`src/rtl/fc3_argmax_pkg.sv`:
```
// Shared types and defaults for the FC3 class-score argmax block.
package fc3_argmax_pkg;

  typedef enum logic [1:0] {
    StIdle = 2'd0,
    StScan = 2'd1,
    StHold = 2'd2
  } state_e;

  localparam int unsigned NumClassDefault = 10;
  localparam int unsigned DwDefault       = 16;
  localparam int unsigned IdxWDefault     = 4;

  // Bit stride between adjacent class scores in the packed input frame.
  localparam int unsigned ScoreStride = DwDefault;

endpackage

```
`src/rtl/fc3_argmax_cmp.sv`:
```
// Signed strict-greater compare and select of one candidate score against the running best.
module argmax_cmp #(
  parameter int unsigned DW    = 16,
  parameter int unsigned IDX_W = 4
) (
  input  logic signed [DW-1:0]    i_cand,
  input  logic        [IDX_W-1:0] i_cand_idx,
  input  logic signed [DW-1:0]    i_best,
  input  logic        [IDX_W-1:0] i_best_idx,
  output logic signed [DW-1:0]    o_new_best,
  output logic        [IDX_W-1:0] o_new_idx
);

  logic w_gt;

  // Strictly greater only, so ties keep the earlier (lower) index.
  assign w_gt       = i_cand > i_best;
  assign o_new_best = w_gt ? i_cand : i_best;
  assign o_new_idx  = w_gt ? i_cand_idx : i_best_idx;

endmodule

```
`src/rtl/fc3_argmax.sv`:
```
// Captures a frame of class scores, scans them one per cycle and returns the argmax
// through a valid/ready handshake.
module fc3_argmax
  import fc3_argmax_pkg::*;
#(
  parameter int unsigned NUM_CLASS = NumClassDefault,
  parameter int unsigned DW        = ScoreStride,
  parameter int unsigned IDX_W     = IdxWDefault
) (
  input  logic                    i_clk,
  input  logic                    i_rst,
  input  logic                    i_scores_valid,
  input  logic [NUM_CLASS*DW-1:0] i_scores_in,
  output logic                    o_busy,
  output logic                    o_result_valid,
  input  logic                    i_result_ready,
  output logic [IDX_W-1:0]        o_result_idx,
  output logic [DW-1:0]           o_result_score,
  output logic                    o_overrun
);

  state_e             r_state;
  state_e             w_state_next;
  logic [DW-1:0]      r_buf [NUM_CLASS];
  logic [IDX_W-1:0]   r_cnt;
  logic [DW-1:0]      r_best_score;
  logic [IDX_W-1:0]   r_best_idx;
  logic [IDX_W-1:0]   r_result_idx;
  logic [DW-1:0]      r_result_score;
  logic               r_overrun;

  logic               w_accept;
  logic               w_drop;
  logic               w_last;
  logic [DW-1:0]      w_cand;
  logic [DW-1:0]      w_new_best;
  logic [IDX_W-1:0]   w_new_idx;

  // A new frame is taken in IDLE, or in HOLD when the current result leaves this cycle.
  assign w_accept = i_scores_valid &&
                    ((r_state == StIdle) || ((r_state == StHold) && i_result_ready));
  assign w_drop   = i_scores_valid && !w_accept;
  assign w_last   = (r_cnt == IDX_W'(NUM_CLASS - 1));
  assign w_cand   = r_buf[r_cnt];

  argmax_cmp #(
    .DW    (DW),
    .IDX_W (IDX_W)
  ) u_cmp (
    .i_cand     (w_cand),
    .i_cand_idx (r_cnt),
    .i_best     (r_best_score),
    .i_best_idx (r_best_idx),
    .o_new_best (w_new_best),
    .o_new_idx  (w_new_idx)
  );

  always_ff @(posedge i_clk) begin
    if (i_rst) begin
      r_state <= StIdle;
    end else begin
      r_state <= w_state_next;
    end
  end

  always_comb begin
    w_state_next = r_state;
    unique case (r_state)
      StIdle:  if (i_scores_valid) w_state_next = StScan;
      StScan:  if (w_last) w_state_next = StHold;
      StHold:  if (i_result_ready) w_state_next = i_scores_valid ? StScan : StIdle;
      default: w_state_next = StIdle;
    endcase
  end

  always_comb begin
    o_busy         = (r_state != StIdle);
    o_result_valid = (r_state == StHold);
    o_result_idx   = r_result_idx;
    o_result_score = r_result_score;
    o_overrun      = r_overrun;
  end

  always_ff @(posedge i_clk) begin
    if (w_accept) begin
      for (int k = 0; k < NUM_CLASS; k++) begin
        r_buf[k] <= i_scores_in[k*DW +: DW];
      end
    end
  end

  always_ff @(posedge i_clk) begin
    if (i_rst) begin
      r_cnt          <= '0;
      r_best_score   <= '0;
      r_best_idx     <= '0;
      r_result_idx   <= '0;
      r_result_score <= '0;
      r_overrun      <= 1'b0;
    end else begin
      r_overrun <= w_drop;
      if (w_accept) begin
        r_cnt        <= IDX_W'(1);
        r_best_score <= i_scores_in[DW-1:0];
        r_best_idx   <= '0;
      end else if (r_state == StScan) begin
        r_best_score <= w_new_best;
        r_best_idx   <= w_new_idx;
        if (w_last) begin
          r_result_idx   <= w_new_idx;
          r_result_score <= w_new_best;
          r_cnt          <= '0;
        end else begin
          r_cnt <= r_cnt + 1'b1;
        end
      end
    end
  end

endmodule

```
`config.mk`:
```
export PLATFORM = sky130hd
export DESIGN_NAME = fc3_argmax
export DESIGN_NICKNAME = d
export VERILOG_FILES = /design/src/rtl/fc3_argmax_pkg.sv /design/src/rtl/fc3_argmax_cmp.sv /design/src/rtl/fc3_argmax.sv
export SDC_FILE = /design/constraint.sdc
export NUM_CORES = 1
export LEC_CHECK = 0
export CAP_MARGIN = 20
export CORE_MARGIN = 2
export CORE_UTILIZATION = 55
export CTS_CLUSTER_DIAMETER = 60
export DETAILED_ROUTE_END_ITERATION = 7
export PLACE_DENSITY = 0.95
export SLEW_MARGIN = 20
export SYNTH_ARGS = -nofsm -noshare
export SYNTH_HDL_FRONTEND = slang
export SYNTH_SLANG_ARGS = --single-unit
```
`constraint.sdc`:
```
create_clock -name i_clk -period 9.61 [get_ports i_clk]
set_input_delay 0.961 -clock i_clk [delete_from_list [all_inputs] [get_ports i_clk]]
set_output_delay 0.961 -clock i_clk [all_outputs]
set_load 0.05 [all_outputs]
```
==> reports/results.ini <==
[outcome]
outcome=finished, final reports clean

[timing]
final.setup.tns_ns=0
fin_crit_sh_pct=55.7
maxSlewViolCount=0
tightest_slew_ns=1.13
setup_viol=0
timing_hold_violations_final=0
layout_min_cycle_time_ns=5.35
slew_headroom_pct=24.2
rsz0062_at_grt=false
fmax_mhz=187
clock_skew_ns=0.00920

[run]
cap_violations=0

[worst_setup_path]
crit_chain=buf_4, mux4_2, nor2b_1, a211oi_1, a21oi_1, ha_1, nand4_1, nor3_2, nand4_2, nand2_1, o21ai_2, buf_4, o311ai_1
cp.buffers_inverters=2
cpMaxStageDelayCell=nand4_2
path_common_cell=buf_4
worstSetupEndpointType=flop
reg2reg_slack_ns=4.26
path_class=reg -> reg
path_max_fanout=35
cp_data_required_time_ns=10.00
arrival_ns=5.74
start_kind=flop
cp_slowest_stage_delay_ns=0.83
critical-path-top-delay-family=simple AND/OR/NAND/NOR gates

[global_route]
gr-usage-met2_pct=43.5
grt-ovfl-total=0
met3_usage_pct=3.54
grt_antenna_before_repair=0
busiest_layer=met2
grt_pass1_wl_um=34000
grt_max_degree=118
use_met1_pct=32.7
grt_pass1_vias=6220
grt.total_usage_pct=24.9

[clocking]
cts_setup_buffers=0
clock-sinks=207
cts_tree=yes
clockBufferDepth=3
clk_pin_slew_ns=0.06
h-tree-depth=1
cts_inserted_buffers=21
root_buffer=clkbuf_16
cts-resized-gates=0
insertion_delay_ns=0.49
cts-hold-fix-buffers=0

[min_path]
hp-class=reg -> reg

[routing]
drt_wl_total_um=22100
dr.first_iter.drc_count=625
drcViolationCount=0
drt.antenna.violating_nets=0
dr.pass1.iters=5
wl_per_cell_um=21.9
vias=6336
avgViaCountPerCell=6.29

[yosys]
synth-edff-count=160
synthFlopType=edfxtp_1
synth-seq-area-share_pct=63.9
syn_area_per_cell_um2=14.8
synthCells=607
synth_seq_cells=207
synth_top_family_by_area=compound AO/OA/AOI/OAI gates
async_flop_share_pct=0
synthAdderAreaFrac_pct=2.23
yosys.area_share.simple_pct=7.43
synth_area_um2=8990
synth_xor_area_share_pct=0.0974
synth_nets=787
yosys.cell_types.count=49
synth.mux.area_fraction_pct=10.4
yosysWarnings=0
synth_compound_area_share_pct=11.9

[die]
core_area_um2=15900
start_util_pct=56.4
num_rows=46
die_area_um2=17400
die_h_um=132
die_w_um=132
io_pins=187

[finish]
design_area_um2=11600
drive_gt1_share_pct=12.1
num-fill-cells=977
mostFrequentLayoutCells=clkdlybuf4s50_1, edfxtp_1, dfxtp_1
final_common_cell=clkdlybuf4s50_1
area_delta_synth_final_pct=29.3
antenna_cells=0
finalNetCount=957

[power_and_ir_drop]
p_per_area_nw_per_um2=193
ir_worst_vdd_mv=0.126
total_leakage_power_nw=3.85

[placed_design]
placed_cell_area_um2=10900
hpwl_um=14600
gp_congestion=0.824
port_buffers=186

## synth_stat cells, drive strengths merged (2+ instances only)
master / instances / area (µm²)
nand2: 32 / 120
o221ai: 16 / 140
a211oi: 18 / 135
o21ai: 9 / 52.6
edfxtp: 160 / 4800
ha: 16 / 200
o311ai: 16 / 140
nand3: 3 / 20.0
buf: 27 / 216
o2111ai: 32 / 280
or3: 15 / 93.8
mux4: 32 / 721
dfxtp: 47 / 941
and2b: 2 / 20.0
inv: 20 / 75.1
a21oi: 43 / 215
nor2b: 20 / 125
nor2: 13 / 56.3
clkbuf: 19 / 71.3
nand4: 6 / 43.8
and4: 3 / 31.3
nor3: 21 / 110
nor3b: 2 / 15.0
mux2i: 20 / 200
o211ai: 4 / 48.8
## per-stage QoR
step | util, % | hold WS, ns | cells | total power, W | setup WS [ns]
floorplan | - | 0.438 | 607 | 0.00129 | 2.98
global placement | 68.4 | 0.443 | 970 | 0.00138 | 4.63
detailed placement | 68.4 | 0.451 | 970 | 0.00140 | 4.46
CTS | 72.9 | 0.459 | 1007 | 0.00224 | 4.42
global route | 72.9 | 0.484 | 1007 | 0.00230 | 4.00
finish | 72.9 | 0.456 | 1007 | 0.00224 | 4.26
## power by group
| group | leakage (nW) | total [W] | switching [W] | internal, W |
|---|---|---|---|---|
| Sequential | 1.92 | 0.00105 | 0.0000235 | 0.00103 |
| Clock | 0.351 | 0.000848 | 0.000331 | 0.000517 |
| Combinational | 1.58 | 0.000341 | 0.000190 | 0.000150 |
## worst paths after layout
path                                 from                               to  cells past startpoint
max                 r_cnt[0]$_SDFFE_PP0P_  o_result_score[12]$_SDFFE_PP0P_                     13
min          o_result_idx[1]$_SDFFE_PP0P_     o_result_idx[1]$_SDFFE_PP0P_                      2
max reg2reg         r_cnt[0]$_SDFFE_PP0P_  o_result_score[12]$_SDFFE_PP0P_                     13
min reg2reg  o_result_idx[1]$_SDFFE_PP0P_     o_result_idx[1]$_SDFFE_PP0P_                      2
## kinds of logic (layout without fill, tap and decap cells)
group | count (synthesis) | count (layout)
fa+ha+maj | 16 | 16
simple gates | 122 | 122
xor+xnor | 1 | 1
flops | 207 | 207
compound gates | 142 | 142
mux | 53 | 53
buf+inv | 66 | 250
## flip-flops by register name (all words and copies together), names as in the netlist
name	flops
r_best_idx	4
r_cnt	4
o_result_score	16
o_result_idx	4
r_buf	160
r_state	2
o_overrun	1
r_best_score	16
## worst reg2reg max path, cell delays in order (launching register included)
cell      delay [ns]
dfxtp_4         0.65
buf_4           0.59
mux4_2          0.58
nor2b_1         0.14
a211oi_1        0.22
a21oi_1         0.11
ha_1            0.35
nand4_1         0.15
nor3_2          0.29
nand4_2         0.83
nand2_1         0.50
o21ai_2         0.26
buf_4           0.29
o311ai_1        0.29
## final cells by class
cell class | instances | area, µm² | area share [%]
inverter | 20 | 80.1 | 0.689
clock buffer | 26 | 554 | 4.77
multi-input combinational | 334 | 2900 | 24.9
timing repair buffer | 193 | 1910 | 16.5
tap | 216 | 270 | 2.32
sequential | 207 | 5750 | 49.5
clock inverter | 11 | 159 | 1.37
## per-layer routing
| layer | part of all wire (%) | vias to the layer above |
|---|---|---|
| li1 | - | 2783 |
| met1 | 39 | 3086 |
| met2 | 51 | 411 |
| met3 | 7.9 | 56 |
| met4 | 2.6 | 0 |
| met5 | 0 | - |
Note: power is estimated with default switching activity, not from simulation.
==> variant (same flow settings) <==
Re-encode `state_e` (3 states) as one-hot, 3 bits wide.
--- a/src/rtl/fc3_argmax_pkg.sv
+++ b/src/rtl/fc3_argmax_pkg.sv
@@ -1,10 +1,10 @@
 // Shared types and defaults for the FC3 class-score argmax block.
 package fc3_argmax_pkg;
 
-  typedef enum logic [1:0] {
-    StIdle = 2'd0,
-    StScan = 2'd1,
-    StHold = 2'd2
+  typedef enum logic [2:0] {
+    StIdle = 3'b001,
+    StScan = 3'b010,
+    StHold = 3'b100
   } state_e;
 
   localparam int unsigned NumClassDefault = 10;
Behaviour: no difference found for any inputs over 10 cycles, from zero or initial values and one cycle with i_rst high; not proved beyond that.
==> variant against the original RTL <==
- final area up 0.75%
- worst setup slack gained 280 ps
- routed wire length shrank 0.24%
- synthesized area increased by 0.64%
- power is 2.4% lower
- sequential cell count is 1 higher
- count of clock-buffer cells in the layout is 5 higher
- global-route usage is 0.62 points higher
- critical path type unchanged
- highest routed layer unchanged
==> variant: results (changes against the original RTL) <==
* Vias in the first global route at 6400 (+2.9%)
* Arr. time, crit path at 5390 ps (-350 ps)
* Post-synthesis sequential area ratio at 63.7% (-0.19 points)
* Hold_ws at 460 ps (+3.90 ps)
* Vias per inst at 5.91 (-6.0%)
* Root Driver: clkbuf_16
* Layout cells sized above 1 at 11.2% (-0.89 points)
* Max reg flops at 160 (unchanged)
* Max stage delay on crit path at 1000 ps (+170 ps)
* DP HPWL at 14.4 mm (-1.5%)
* Pin count of the biggest net entering global routing at 104 (-12%)
* GRT Total Usage at 25.5% (+0.62 points)
* Iter 0 DRT Violations at 612 (-2.1%)
* Final WS setup at 4540 ps (+279 ps)
* Placer's final routability congestion estimate at 0.870 (+5.6%)
* Clk buf depth at 3 (unchanged)
* Ys async rst share at 0% (unchanged)
* Status: completed
* Placed cell areas at 0.0110 mm² (+0.71%)
* Crit path max-delay family: compound AO/OA/AOI/OAI gates
* Critical-path top delay cell: dfxtp_4
* Crit path max fanout at 53 (+51%)
* Netlist cell types at 44 (-10%)
* Leakage power total at 3.94 nW (+2.2%)
* Total Wirelength at 22.0 mm (-0.24%)
* Avg Inst Size Synth at 14.0 µm² (-5.1%)
* Port bufs at 186 (unchanged)
* Placement Setup Slack at 4710 ps (+245 ps)
* Final net count at 991 (+3.6%)
* Most frequent cells after synthesis: edfxtp_1, a21oi_1, dfxtp_1
* Dpl cells at 1003 (+3.4%)
* Mapped Nets at 824 (+4.7%)
* First-pass GRT wire length at 34.8 mm (+2.4%)
* Worst-Margin Slew at 1070 ps (-68.2 ps)
* Clock Skew at 17.0 ps (+7.79 ps)
* Clock-pin transition on the worst setup and hold timing paths at 60 ps (about the same)
* Reg2reg setup slack at 4540 ps (+280 ps)
* Worst vdd ir at 0.149 mV (+19%)
* Ranking of synthesized cells by area: edfxtp_1, dfxtp_1, mux4_2
* TritonCTS buffer count at 22 (+4.8%)
* Wire length per cell at 21.1 µm (-3.7%)
[variant: where the power goes]
| group | internal (mW) | switching [mW] | leakage, nW | total, mW |
|---|---|---|---|---|
| Sequential | 1.03 | 0.0331 | 1.92 | 1.07 |
| Clock | 0.520 | 0.327 | 0.340 | 0.847 |
| Combinational | 0.133 | 0.141 | 1.68 | 0.274 |
| Total | 1.69 | 0.502 | 3.94 | 2.19 |
[variant: cell type report]
type	instances	area [µm²]
fillers	1029	4290
clock inverters	9	121
well taps	216	270
flip-flops and latches	208	5770
clock buffers	31	606
repair buffers	193	1910
multi-input cells	368	2960
inverters	18	72.6
[variant: path summary, 6_finish.rpt]
| kind | startpoint | endpoint | cells after the start |
|---|---|---|---|
| hold / removal | r_best_idx[2] | r_best_idx[2] | 2 |
| setup / recovery | r_cnt[0] | r_best_score[3] | 11 |
| hold reg to reg | r_best_idx[2] | r_best_idx[2] | 2 |
| setup reg to reg | r_cnt[0] | r_best_score[3] | 11 |
[variant: kinds of logic (layout without fill, tap and decap cells)]
kind of cell    after synthesis  after routing  synth area share (%)
compound gates              144            144                  11.7
xor+xnor                      2              2                 0.194
fa+ha+maj                    16             16                  2.21
buf+inv                      68            251                  3.58
flops                       208            208                  63.7
mux                          53             53                  10.3
simple gates                153            153                  8.24
[variant: tightest hold or removal path, cell delays in order, from the launching register on]
cell	delay [ps]
dfxtp_1	310
nand2_1	50
mux2i_1	50
[variant: metal layers]
layer  share of wire (%)  GRT usage (%)  wire length, µm  vias to the layer above
met4                 1.7           5.97              376                        0
met1                  37           32.4             8210                     2974
met5                   0              0                0                        -
li1                    -              -                -                     2837
met2                  51           44.3            11300                      321
met3                 9.5           6.38             2090                       34
